===== src/rtl/wallace_mul.sv =====
// wallace_mul: 16x16 unsigned Wallace-tree multiplier with a registered 32-bit product
module wallace_mul (
  input  logic        clk,
  input  logic        rst_n,
  input  logic [15:0] number1,
  input  logic [15:0] number0,
  output logic [31:0] q
);
  localparam int CNT [7] = '{16, 11, 8, 6, 4, 3, 2};
  logic [31:0] t [7][16];
  logic [31:0] q_d;
  logic [31:0] q_q;
  // Partial products reduced level by level with 3:2 compressors; each level keeps leftover rows, and columns with only two live bits degenerate to half adders
  always_comb begin
    t = '{default: '0};
    for (int i = 0; i < 16; i++) t[0][i] = {16'b0, number1 & {16{number0[i]}}} << i;
    for (int s = 0; s < 6; s++) begin
      for (int j = 0; j < CNT[s] / 3; j++) begin
        t[s+1][2*j]   = t[s][3*j] ^ t[s][3*j+1] ^ t[s][3*j+2];
        t[s+1][2*j+1] = ((t[s][3*j] & t[s][3*j+1]) | (t[s][3*j] & t[s][3*j+2]) | (t[s][3*j+1] & t[s][3*j+2])) << 1;
      end
      for (int j = 3 * (CNT[s] / 3); j < CNT[s]; j++) t[s+1][j - CNT[s] / 3] = t[s][j];
    end
    q_d = t[6][0] + t[6][1];
  end
  // Output register with synchronous active-low clear
  always_ff @(posedge clk) begin
    if (!rst_n) q_q <= '0;
    else q_q <= q_d;
  end
  assign q = q_q;
endmodule


===== config.mk =====
export PLATFORM = sky130hd
export DESIGN_NAME = wallace_mul
export DESIGN_NICKNAME = d
export VERILOG_FILES = /design/src/rtl/wallace_mul.sv
export SDC_FILE = /design/constraint.sdc
export NUM_CORES = 1
export LEC_CHECK = 0
export CORE_ASPECT_RATIO = 0.8
export CORE_MARGIN = 4
export CORE_UTILIZATION = 45
export CTS_BUF_LIST = sky130_fd_sc_hd__clkbuf_8
export CTS_CLUSTER_SIZE = 24
export DETAILED_ROUTE_END_ITERATION = 10
export GPL_ROUTABILITY_DRIVEN = 0
export GPL_TIMING_DRIVEN = 0
export PLACE_DENSITY_LB_ADDON = 0.25
export SETUP_SLACK_MARGIN = 0.1
export SLEW_MARGIN = 40
export SYNTH_ARGS = -nofsm -noshare
export SYNTH_HDL_FRONTEND = slang
export SYNTH_SLANG_ARGS = --single-unit

===== constraint.sdc =====
create_clock -name clk -period 8.84 [get_ports clk]
set_clock_uncertainty 0.2 [all_clocks]
set_input_delay 1.768 -clock clk [delete_from_list [all_inputs] [get_ports clk]]
set_output_delay 1.768 -clock clk [all_outputs]
set_load 0.01 [all_outputs]

# Word level (Yosys, flattened, before mapping)
# Index checks and enable logic that the tools add are counted.
# word_totals
output_inout_bits,32
in_bits,34
elab_cells,116
ff_bits,32
# op_classes
add_sub_neg,1
bitwise_logic,114
# ops
cell,n
bitwise AND 31 bit,9
bitwise AND 16 bit,16
bitwise OR 31 bit,8
bitwise XOR 32 bit,3
bitwise XOR 32 x 31 -> 32 bit,2
bitwise AND 26 x 31 -> 31 bit,2
bitwise AND 28 x 30 -> 30 bit,2
bitwise OR 30 bit,2
bitwise AND 25 x 26 -> 26 bit,2
bitwise XOR 25 x 26 -> 26 bit,2
bitwise AND 22 x 25 -> 25 bit,2
bitwise OR 25 bit,2
bitwise AND 22 x 24 -> 24 bit,2
bitwise AND 19 x 21 -> 21 bit,2
bitwise OR 21 bit,2
adder 32 bit,1
bitwise XOR 31 x 32 -> 32 bit,1
bitwise AND 25 x 31 -> 31 bit,1
bitwise AND 30 x 31 -> 31 bit,1
bitwise OR 26 x 31 -> 31 bit,1
bitwise OR 30 x 31 -> 31 bit,1
bitwise XOR 26 x 31 -> 31 bit,1
bitwise XOR 30 x 31 -> 31 bit,1
bitwise AND 26 x 30 -> 30 bit,1
other kinds (48),48

# Longest topological paths before layout
# depth
ltp_word,20
mapped_depth,21
mapped_depth_nobuf,19

# Worst setup path before layout
# Ideal clock, no wire load.
# synth_timing
kind,input-to-reg
start,input number1[6]
end,register q_q[31] (netlist: q[31])
slack_ps,1911
arrival_time_ps,6658
stages,18
t_required_ps,8568
setup_time_ps,72
path_buffers,2
cell_sequence,clkbuf_1 -> nand2_1 -> fa_1 -> fa_1 -> fa_1 -> inv_1 -> fa_1 -> inv_1 -> fa_1 -> inv_1 -> fa_1 -> ha_1 -> and3_1 -> buf_2 -> o2111ai_2 -> and3_1 -> o41ai_2 -> mux2i_1
# synth_via
elab_chain_cells,20
word_cells_on_any_way,115
cone_classes,add/sub: 1; bitwise: 114
# synth_rtl
element,line_no,source
from (decl),5,"input logic [15:0] number1,"
bitwise AND 16 bit,16,"for (int i = 0; i < 16; i++) t[0][i] = {16'b0, number1 & {16{number0[i]}}} << i;"
bitwise AND 16 x 17 -> 17 bit or bitwise AND 16 x 18 -> 18 bit (tied branches),20,t[s+1][2*j+1] = ((t[s][3*j] & t[s][3*j+1]) | (t[s][3*j] & t[s][3*j+2]) | (t[s][3*j+1] & t[s][3*j+2])) << 1;
bitwise OR 17 x 18 -> 18 bit,20,
bitwise OR 18 bit,20,
bitwise AND 18 x 19 -> 19 bit,20,
bitwise OR 19 x 21 -> 21 bit,20,
bitwise OR 21 bit,20,
bitwise AND 21 x 22 -> 22 bit,20,
[2 not listed],n/a,
bitwise AND 25 x 26 -> 26 bit,20,
bitwise OR 26 x 31 -> 31 bit,20,
bitwise OR 31 bit,20,
bitwise AND 31 bit,20,
bitwise OR 31 bit (2 in a row),20,
bitwise AND 31 bit,20,
bitwise OR 31 bit (2 in a row),20,
adder 32 bit *,24,q_d = t[6][0] + t[6][1];
to (signal assigned),29,else q_q <= q_d;
to (decl),12,logic [31:0] q_q;
# Every way passes the cells marked *; elsewhere a longest branch is shown, timed or not.
# A chain may end at the register's enable or synchronous reset.

# Worst setup path in the final report
# layout_timing
start,input number1[9]
end,register q_q[31] (netlist: q[31])
# Same word-level chain as after synthesis.

==> results_dict.tcl <==
set metrics [dict create \
    worstPathArrival_ns 8.02 \
    report.final.slew_viol_count 0 \
    cts_tree "yes" \
    synthDistinctLibCells 47 \
    postCtsSetupBuffers 0 \
    grt_setup_unrepaired "no" \
    cts.clk_slew.worst_paths_ns 0.07 \
    place.detailed.hpwl_um 18200 \
    path_max_fanout 10 \
    antenna_found_initial 1 \
    grt_pass1_wl_um 35300 \
    cts_hold_buf 0 \
    via_count 6591 \
    avgRoutedWirePerCell_um 16.3 \
    required_ns 8.87 \
    stdcell_count 1286 \
    end_kind "register" \
    status "completed" \
    ys_seq_area_share_pct 7.23 \
    cts_max_level 2 \
    avgSynthCellArea_um2 9.28 \
    grt_max_degree 11 \
    period_needed_ns 7.99 \
    maxSlewHeadroom_pct 56.0 \
    clock_sinks 32 \
    remaining_drc_errors 0 \
    grt_pass1_vias 6973 \
    synth-seq-cells 32 \
    maxCapViolations 0 \
    tns_ns 0 \
    cp-start-kind "input port" \
    utilization_pct 52.0 \
    path_buf_inv 4 \
    largest_reg_flops 32 \
    vias_per_cell 5.13 \
    finalCritPeriodShare_pct 90.4 \
    yosys_warnings 0 \
    async_flop_share_pct 0 \
    worst_slew_pin_slew_ns 0.660 \
    crit_family "adder cells" \
    port_buffers 65 \
    wl_um 21000 \
    synth_flop_cell "dfxtp_1" \
    grt_overflow_total 0 \
    fin_area_um2 9960 \
    fmax_ghz 0.125 \
    die_area_um2 22000 \
    synth_area_um2 8860 \
    io_pins 66 \
    report.final.hold_viol_count 0 \
    syn-instance-count 955 \
    synth_nets 1267 \
    drtIter0Drc 365 \
    drtAntennaViolNets 0 \
    synth_edf_count 0 \
    hold_class "input port to register" \
    place_inst 1278 \
    crit_path_frequent_cell "fa_1" \
    grt_usage_pct 20.2 \
    regArea_um2 641 \
    first_pass_iters 5 \
    cts_resized 0 \
    die_h_um 134 \
    start_util_pct 46.3 \
    crit_slowest_cell "clkdlybuf4s50_1" \
    nets 1339 \
    setup_violations 0 \
    row_count 45 \
    multi_input_area_um2 7400 \
    cts_buffer_depth 2 \
    num-fill-cells 1837 \
    place_area_um2 9830 \
    slowest_delay_ns 0.64 \
    drive_gt1_share_pct 2.53 \
    root_buffer "clkbuf_8" \
    syn_to_final_growth_pct 12.4 \
    crit_chain "clkdlybuf4s50_1 -> clkbuf_1 -> and2_1 -> fa_1 -> inv_1 -> fa_1 -> fa_1 -> fa_1 -> fa_1 -> inv_1 -> fa_1 -> ha_1 -> a21oi_1 -> o21ai_0 -> a31oi_1 -> and3_1 -> o41ai_2 -> mux2i_1" \
    path_class "input port to register" \
    core_area_um2 19100 \
    diodes 0 \
    die_w_um 165 \
    cts_buffers 5 \
]
[cell usage after synthesis (6+ instances only)]
cell type | n | share of area, %
a21o_1 | 7 | 0.59
a21oi_1 | 25 | 1.4
and2_1 | 150 | 11
and3_1 | 6 | 0.42
clkbuf_1 | 36 | 1.5
dfxtp_1 | 32 | 7.2
fa_1 | 201 | 45
ha_1 | 77 | 11
inv_1 | 175 | 7.4
nand2_1 | 139 | 5.9
nor2_1 | 15 | 0.64
nor3_1 | 6 | 0.34
o21ai_0 | 15 | 0.85
xnor2_1 | 7 | 0.69
[path summary, 6_finish.rpt]
check	slack [ns]	endpoint	depth (start not counted)	from
setup / recovery	0.85	q[31]$_SDFF_PN0_	18	number1[9]
hold / removal	2.01	q[29]$_SDFF_PN0_	3	rst_n
[logic make-up (layout without fill, tap and decap cells)]
group,count (synthesis),after routing,share of synthesized area (%)
flip-flops,32,32,7.23
multiplexers,5,5,0.565
buffers and inverters,216,289,9.21
XOR/XNOR,11,11,1.09
AND/OR/NAND/NOR,331,331,19.0
AO/OA/AOI/OAI,82,82,6.65
adder cells (fa/ha/maj),278,278,56.3
[placed cells by master (no fill, tap or decap), types with 4 or more instances in the layout]
cell,instances
clkdlybuf4s50_1,65
nand2_1,139
mux2i_1,5
clkbuf_1,36
dfxtp_1,32
and2_1,150
o21ai_0,15
xor2_1,4
xnor2_1,7
ha_1,77
nor3_1,6
inv_1,175
and3_1,6
a21o_1,7
nand2b_1,4
nor2_1,15
fa_1,201
a21oi_1,25
a21oi_2,5
clkbuf_8,7
[per-layer routing]
metal | up-vias | GRT usage (%) | share of wire, %
met4 | 0 | 3.05 | 1.4
met3 | 19 | 3.46 | 6.6
met2 | 191 | 32.1 | 47
li1 | 3031 | - | -
met1 | 3350 | 29.9 | 45
met5 | - | 0 | 0
[area by class of cell]
cell class                      instances  area share [%]
Clock buffer                            7           0.967
Multi-Input combinational cell        707            74.3
Clock inverter                          1           0.302
Inverter                              176            6.63
Tap cell                              258            3.24
Timing Repair Buffer                   65            6.53
Sequential cell                        32            6.43
Buffer                                 40            1.56
[through the flow]
stage | setup slack [ns] | hold WS, ns
4_1_cts | 0.906 | 2.00
6_report | 0.846 | 2.01
3_3_place_gp | 0.600 | 2.31
5_1_grt | 0.564 | 2.04
3_5_place_dp | 0.611 | 2.30
2_1_floorplan | 1.91 | 1.71
Power is not shown: default switching activity piles up to over one toggle a cycle in this logic, so the estimate is an artifact.
